$ cat src/rtl/mem_lsu_ctrl.sv
// Memory-stage load/store controller: drives the data-cache handshake,
// formats store lanes and load results, and stalls the pipeline meanwhile.
module mem_lsu_ctrl #(
    parameter int ADDR_WIDTH     = 32,
    parameter int DATA_WIDTH     = 32,
    parameter int TIMEOUT_CYCLES = 255
) (
    input  logic                  clk,
    input  logic                  rst_n,
    input  logic                  EX_LdStFlag,
    input  logic [ADDR_WIDTH-1:0] EX_AluData,
    input  logic [DATA_WIDTH-1:0] EX_StData,
    input  logic [2:0]            IDEX_LdType,
    input  logic [1:0]            IDEX_StType,
    output logic                  Dcache_Req,
    output logic                  Dcache_We,
    output logic [ADDR_WIDTH-1:0] Dcache_Addr,
    output logic [DATA_WIDTH-1:0] Dcache_WrData,
    output logic [3:0]            Dcache_ByteEn,
    input  logic                  Dcache_Ready,
    input  logic                  Dcache_RspValid,
    input  logic [DATA_WIDTH-1:0] Dcache_RdData,
    input  logic                  Dcache_Err,
    output logic                  Mem_DcacheEN,
    output logic                  Mem_Stall,
    output logic [DATA_WIDTH-1:0] Mem_LdData,
    output logic                  Mem_MisalignExc,
    output logic                  Mem_AccessFault
);

    typedef enum logic [1:0] {
        S_IDLE,
        S_REQ,
        S_WAIT,
        S_DONE
    } state_t;

    localparam logic [2:0] LD_LB  = 3'd1;
    localparam logic [2:0] LD_LH  = 3'd2;
    localparam logic [2:0] LD_LW  = 3'd3;
    localparam logic [2:0] LD_LBU = 3'd4;
    localparam logic [2:0] LD_LHU = 3'd5;

    state_t                r_state;
    state_t                w_next;
    logic [ADDR_WIDTH-1:0] r_addr;
    logic                  r_we;
    logic [DATA_WIDTH-1:0] r_wrdata;
    logic [3:0]            r_byteen;
    logic [2:0]            r_ldtype;
    logic [7:0]            r_cnt;
    logic [DATA_WIDTH-1:0] r_lddata;
    logic                  r_fault;
    logic                  r_mis;

    logic                  w_is_st;
    logic                  w_ld_ok;
    logic                  w_start;
    logic                  w_mis;
    logic                  w_tmo;
    logic [DATA_WIDTH-1:0] w_wrdata;
    logic [3:0]            w_byteen;
    logic [7:0]            w_byte;
    logic [15:0]           w_half;
    logic [DATA_WIDTH-1:0] w_ld_fmt;

    assign w_is_st = (IDEX_StType != 2'd0);
    assign w_ld_ok = (IDEX_LdType != 3'd0) && (IDEX_LdType <= LD_LHU);
    assign w_start = EX_LdStFlag && (w_is_st || w_ld_ok);
    assign w_tmo   = (r_cnt == 8'(TIMEOUT_CYCLES - 1));

    // A store wins when both types are set, so it alone decides alignment.
    always_comb begin
        w_mis = 1'b0;
        if (w_is_st) begin
            case (IDEX_StType)
                2'd2:    w_mis = EX_AluData[0];
                2'd3:    w_mis = |EX_AluData[1:0];
                default: w_mis = 1'b0;
            endcase
        end else begin
            case (IDEX_LdType)
                LD_LH, LD_LHU: w_mis = EX_AluData[0];
                LD_LW:         w_mis = |EX_AluData[1:0];
                default:       w_mis = 1'b0;
            endcase
        end
    end

    always_comb begin
        w_wrdata = '0;
        w_byteen = 4'b0000;
        case (IDEX_StType)
            2'd1: begin
                w_wrdata = {4{EX_StData[7:0]}};
                w_byteen = 4'b0001 << EX_AluData[1:0];
            end
            2'd2: begin
                w_wrdata = {2{EX_StData[15:0]}};
                w_byteen = EX_AluData[1] ? 4'b1100 : 4'b0011;
            end
            2'd3: begin
                w_wrdata = EX_StData;
                w_byteen = 4'b1111;
            end
            default: ;
        endcase
    end

    always_comb begin
        w_byte = Dcache_RdData[7:0];
        case (r_addr[1:0])
            2'd1:    w_byte = Dcache_RdData[15:8];
            2'd2:    w_byte = Dcache_RdData[23:16];
            2'd3:    w_byte = Dcache_RdData[31:24];
            default: w_byte = Dcache_RdData[7:0];
        endcase
        w_half = r_addr[1] ? Dcache_RdData[31:16] : Dcache_RdData[15:0];
        case (r_ldtype)
            LD_LB:   w_ld_fmt = {{24{w_byte[7]}}, w_byte};
            LD_LH:   w_ld_fmt = {{16{w_half[15]}}, w_half};
            LD_LW:   w_ld_fmt = Dcache_RdData;
            LD_LBU:  w_ld_fmt = {24'd0, w_byte};
            LD_LHU:  w_ld_fmt = {16'd0, w_half};
            default: w_ld_fmt = '0;
        endcase
    end

    always_ff @(posedge clk or negedge rst_n) begin
        if (!rst_n) r_state <= S_IDLE;
        else        r_state <= w_next;
    end

    always_comb begin
        w_next = r_state;
        case (r_state)
            S_IDLE: begin
                if (w_start) w_next = w_mis ? S_DONE : S_REQ;
            end
            S_REQ: begin
                if (Dcache_Ready) w_next = S_WAIT;
            end
            S_WAIT: begin
                if (Dcache_RspValid || w_tmo) w_next = S_DONE;
            end
            default: w_next = S_IDLE;
        endcase
    end

    always_ff @(posedge clk or negedge rst_n) begin
        if (!rst_n) begin
            r_addr   <= '0;
            r_we     <= 1'b0;
            r_wrdata <= '0;
            r_byteen <= 4'b0000;
            r_ldtype <= 3'd0;
            r_cnt    <= 8'd0;
            r_lddata <= '0;
            r_fault  <= 1'b0;
            r_mis    <= 1'b0;
        end else begin
            case (r_state)
                S_IDLE: begin
                    if (w_start) begin
                        r_addr   <= EX_AluData;
                        r_we     <= w_is_st;
                        r_wrdata <= w_wrdata;
                        r_byteen <= w_byteen;
                        r_ldtype <= w_is_st ? 3'd0 : IDEX_LdType;
                        r_mis    <= w_mis;
                        r_fault  <= 1'b0;
                        if (w_mis) r_lddata <= '0;
                    end
                end
                S_REQ: begin
                    if (Dcache_Ready) r_cnt <= 8'd0;
                end
                S_WAIT: begin
                    r_cnt <= r_cnt + 8'd1;
                    if (Dcache_RspValid) begin
                        r_fault  <= Dcache_Err;
                        r_lddata <= Dcache_Err ? '0 : w_ld_fmt;
                    end else if (w_tmo) begin
                        r_fault  <= 1'b1;
                        r_lddata <= '0;
                    end
                end
                default: begin
                    r_mis   <= 1'b0;
                    r_fault <= 1'b0;
                end
            endcase
        end
    end

    assign Dcache_Req      = (r_state == S_REQ);
    assign Dcache_We       = r_we;
    assign Dcache_Addr     = {r_addr[ADDR_WIDTH-1:2], 2'b00};
    assign Dcache_WrData   = r_wrdata;
    assign Dcache_ByteEn   = r_byteen;
    assign Mem_DcacheEN    = (r_state == S_DONE);
    assign Mem_LdData      = r_lddata;
    assign Mem_MisalignExc = (r_state == S_DONE) && r_mis;
    assign Mem_AccessFault = (r_state == S_DONE) && r_fault;
    // Reset gates the combinational IDLE term so the stall drops at once.
    assign Mem_Stall = rst_n && (((r_state == S_IDLE) && w_start)
                     || (r_state == S_REQ) || (r_state == S_WAIT));

endmodule

$ cat config.mk
export PLATFORM = sky130hd
export DESIGN_NAME = mem_lsu_ctrl
export DESIGN_NICKNAME = d
export VERILOG_FILES = /design/src/rtl/mem_lsu_ctrl.sv
export SDC_FILE = /design/constraint.sdc
export NUM_CORES = 1
export LEC_CHECK = 0
export BUFFER_PORTS_ARGS = -buffer_cell sky130_fd_sc_hd__buf_2
export CELL_PAD_IN_SITES_DETAIL_PLACEMENT = 0
export CELL_PAD_IN_SITES_GLOBAL_PLACEMENT = 1
export CORE_ASPECT_RATIO = 0.75
export CORE_MARGIN = 2
export CORE_UTILIZATION = 38
export DETAILED_ROUTE_END_ITERATION = 8
export GPL_TIMING_DRIVEN = 1
export PLACE_DENSITY = 0.78
export REMOVE_ABC_BUFFERS = 1
export SYNTH_ARGS = -nofsm -noshare
export SYNTH_HDL_FRONTEND = slang
export SYNTH_SLANG_ARGS = --single-unit
$ cat constraint.sdc
create_clock -name clk -period 2.7 [get_ports clk]
set_input_delay 0.405 -clock clk [delete_from_list [all_inputs] [get_ports clk]]
set_output_delay 0.405 -clock clk [all_outputs]
set_load 0.1 [all_outputs]
==> key figures <==
Outcome
  – Status: finished, final reports clean

Route
  – Routed WL: 18990 um
  – DR WL/cell: 16.94 um
  – ANT nets after route: 0
  – Pre-antenna DRT Iters: 5
  – Initial DRC Count: between 300 and 400
  – Detailed-route DRC error count: 0
  – Drt via density: 5.197
  – Total vias in the final route: 5826

GRT
  – Vias in the first global route: approximately 5700
  – First-pass GRT wire length: 30480 um
  – Initial antenna violation count: 2
  – Overall Global Routing Usage: 0.2110
  – GRT overflow: 0
  – Pin count of the biggest net entering global routing: between 100 and 150

Synth
  – Post-synthesis sequential area ratio: 0.4389
  – EDFF count, synth: 0
  – Count of cell types in the netlist: 55
  – Cell area after synthesis: between 6000 and 7000 um^2
  – Most used DFF post-synth: dfrtp_1
  – Post-synthesis register bit count: 116
  – Post-synthesis instance total: 735
  – Async SR Flop Fraction: 1.000
  – Syn Area/Cell: 8.998 um^2
  – Synth Warn #: 0

Cells and area
  – Layout cells sized above 1: 0.3389
  – Fill cells: 1682
  – Area of the multi-input gates: 3174 um^2
  – Fin cells: 1121
  – Area delta synth->final: 23.84%
  – Register area: 2903 um^2
  – Antenna Cells: 0
  – Post-layout nets: 1007

STA
  – Final Hold Vio Count: 0
  – Worst hold slack: 111.9 ps
  – Final count of pins violating max slew: 0
  – Fin crit period: 2309 ps
  – Final WS setup: 391.1 ps
  – Fmax: around 430 MHz
  – Period utilization: 0.8552
  – Max_slew headroom: 0.3051
  – Final setup viols: 0
  – Slew @ Worst Pin: 1040 ps
  – Skew final: 11.01 ps
  – Unrepaired setup endpoints after global routing: no

Floorplanning
  – Starting Density: 0.3907
  – Die area: about 18000 um^2
  – Die height: 118.3 um
  – Die Wd: 156.3 um
  – I/O Pins: 213
  – Row count: 41
  – CORE AREA: 16930 um^2

Clocking
  – Clock Path Buffers: 2
  – Clk sinks: 116
  – H-tree levels: 4
  – Worst-Skew Late Latency: 420 ps
  – Post-CTS Hold Fix Bufs: 0
  – CTS Buf Count: 17
  – Cts repair resizes: 0
  – TritonCTS clock tree: done
  – Clock transition at the registers of the reported paths: 50 ps
  – Post-CTS setup buffers: 0
  – Root Driver: clkbuf_16

Setup path
  – Peak fanout along the critical path: 6
  – Critical R2R Capture: Mem_LdData[2]
  – CP Capture Point: Mem_Stall
  – R2R depth: 7
  – CP arrival: approximately 1900 ps
  – Crit Path Class: flop to output port
  – Reg2reg start: r_state[0]
  – R2R setup slack: between 400 and 500 ps
  – Crit path launch type: flop
  – CP Capture Type: output port
  – Worst setup path startpoint: r_state[1]
  – WP data required: 2300 ps

Job
  – Max cap viols: 0

Placement
  – DP Cell Count: around 1100
  – IO buf count: 210
  – DPL Wire Length: 13440 um
  – Pre-CTS setup slack: 462.9 ps
  – RD Place Congestion: 0.8552

Hold path
  – Hold Crit Class: primary input to asynchronous set/reset pin
-- flip-flops by register name (all words and copies together) (netlist names) --
register / cells
Dcache_ByteEn: 4
Dcache_We: 1
Dcache_WrData: 32
Mem_LdData: 32
r_addr: 32
r_cnt: 8
r_fault: 1
r_ldtype: 3
r_mis: 1
r_state: 2
-- layout by cell type, fill, tap and decap left out, drive strengths merged, types with 3 or more instances in the layout --
cell,instances
mux2,42
nor2,52
nor2b,15
buf,224
clkbuf,17
a22o,7
xor2,3
or3,6
ha,6
nand2,177
clkinv,4
a31oi,14
a211oi,9
clkinvlp,5
a21oi,45
nand3,16
a22oi,7
inv,17
o2bb2ai,16
nand4,3
a221oi,8
mux2i,10
nor3,3
nand2b,4
o211ai,4
o21ai,33
dfrtp,116
mux4,7
and2,3
o22ai,6
-- Yosys cell counts, drive strengths merged (8+ instances only) --
cell type,number,area [um^2]
nand2,177,664.4
a31oi,14,87.58
buf,64,417.9
a21oi,45,225.2
nand3,16,80.08
mux2,42,473.0
a211oi,9,67.56
mux2i,10,100.1
o2bb2ai,16,140.1
dfrtp,116,2903
clkbuf,21,78.83
nor2,52,195.2
nor2b,15,93.84
a221oi,8,70.07
o21ai,33,165.2
inv,14,52.55
-- stage by stage --
step / util / cell area [um^2] / setup TNS, ps
final: 0.4838 / 8190 / 0
after global routing: 0.4838 / 8190 / 0
after CTS: 0.4838 / 8190 / 0
after detailed placement: 0.4495 / 7610 / 0
after global placement: 0.4495 / 7610 / 0
after floorplan: - / 6121 / -516.6
-- cell type report --
class                   count  share of cell area
clock buffers              17             0.05194
clock inverters            14             0.01894
inverters                  14            0.006416
multi-input cells         521              0.3876
flip-flops and latches    116              0.3544
well taps                 215             0.03284
repair buffers            224              0.1479
-- critical path, stage by stage (launching register included) --
cell     delay, ps
dfrtp_1        410
inv_1          100
ha_1           310
o211a_2        290
o31a_1         180
buf_12         180
-- worst min path at each step --
stage | endpoint | depth (start not counted) | slack (ps)
2_1_floorplan | Dcache_ByteEn[0] | 0 | 110
3_3_place_gp | Dcache_WrData[0] | 2 | 450
3_5_place_dp | Dcache_WrData[7] | 2 | 450
4_1_cts | Mem_LdData[27] | 2 | 150
5_1_grt | Mem_LdData[17] | 2 | 160
6_report | Mem_LdData[17] | 2 | 110
-- kinds of logic (layout without fill, tap and decap cells) --
logic type,count (synthesis),after routing,share of synthesized area
XOR/XNOR,4,4,0.005298
multiplexers,59,59,0.1105
AO/OA/AOI/OAI,160,160,0.1591
AND/OR/NAND/NOR,290,290,0.1913
adder cells (fa/ha/maj),6,6,0.01135
other,1,2,0.0005670
buffers and inverters,99,269,0.08305
flip-flops,116,116,0.4389
-- layer usage --
metal / track usage / part of all wire / routed length, um / vias up
met1: 0.2808 / 0.45 / 8509 / 2756
met3: 0.09754 / 0.11 / 1995 / 14
met4: 0.05161 / 0.0063 / 119 / 4
li1: - / - / - / 2828
met5: 0 / 0.0014 / 27 / -
met2: 0.3114 / 0.44 / 8339 / 224
Power is not shown: default switching activity piles up to over one toggle a cycle in this logic, so the estimate is an artifact.
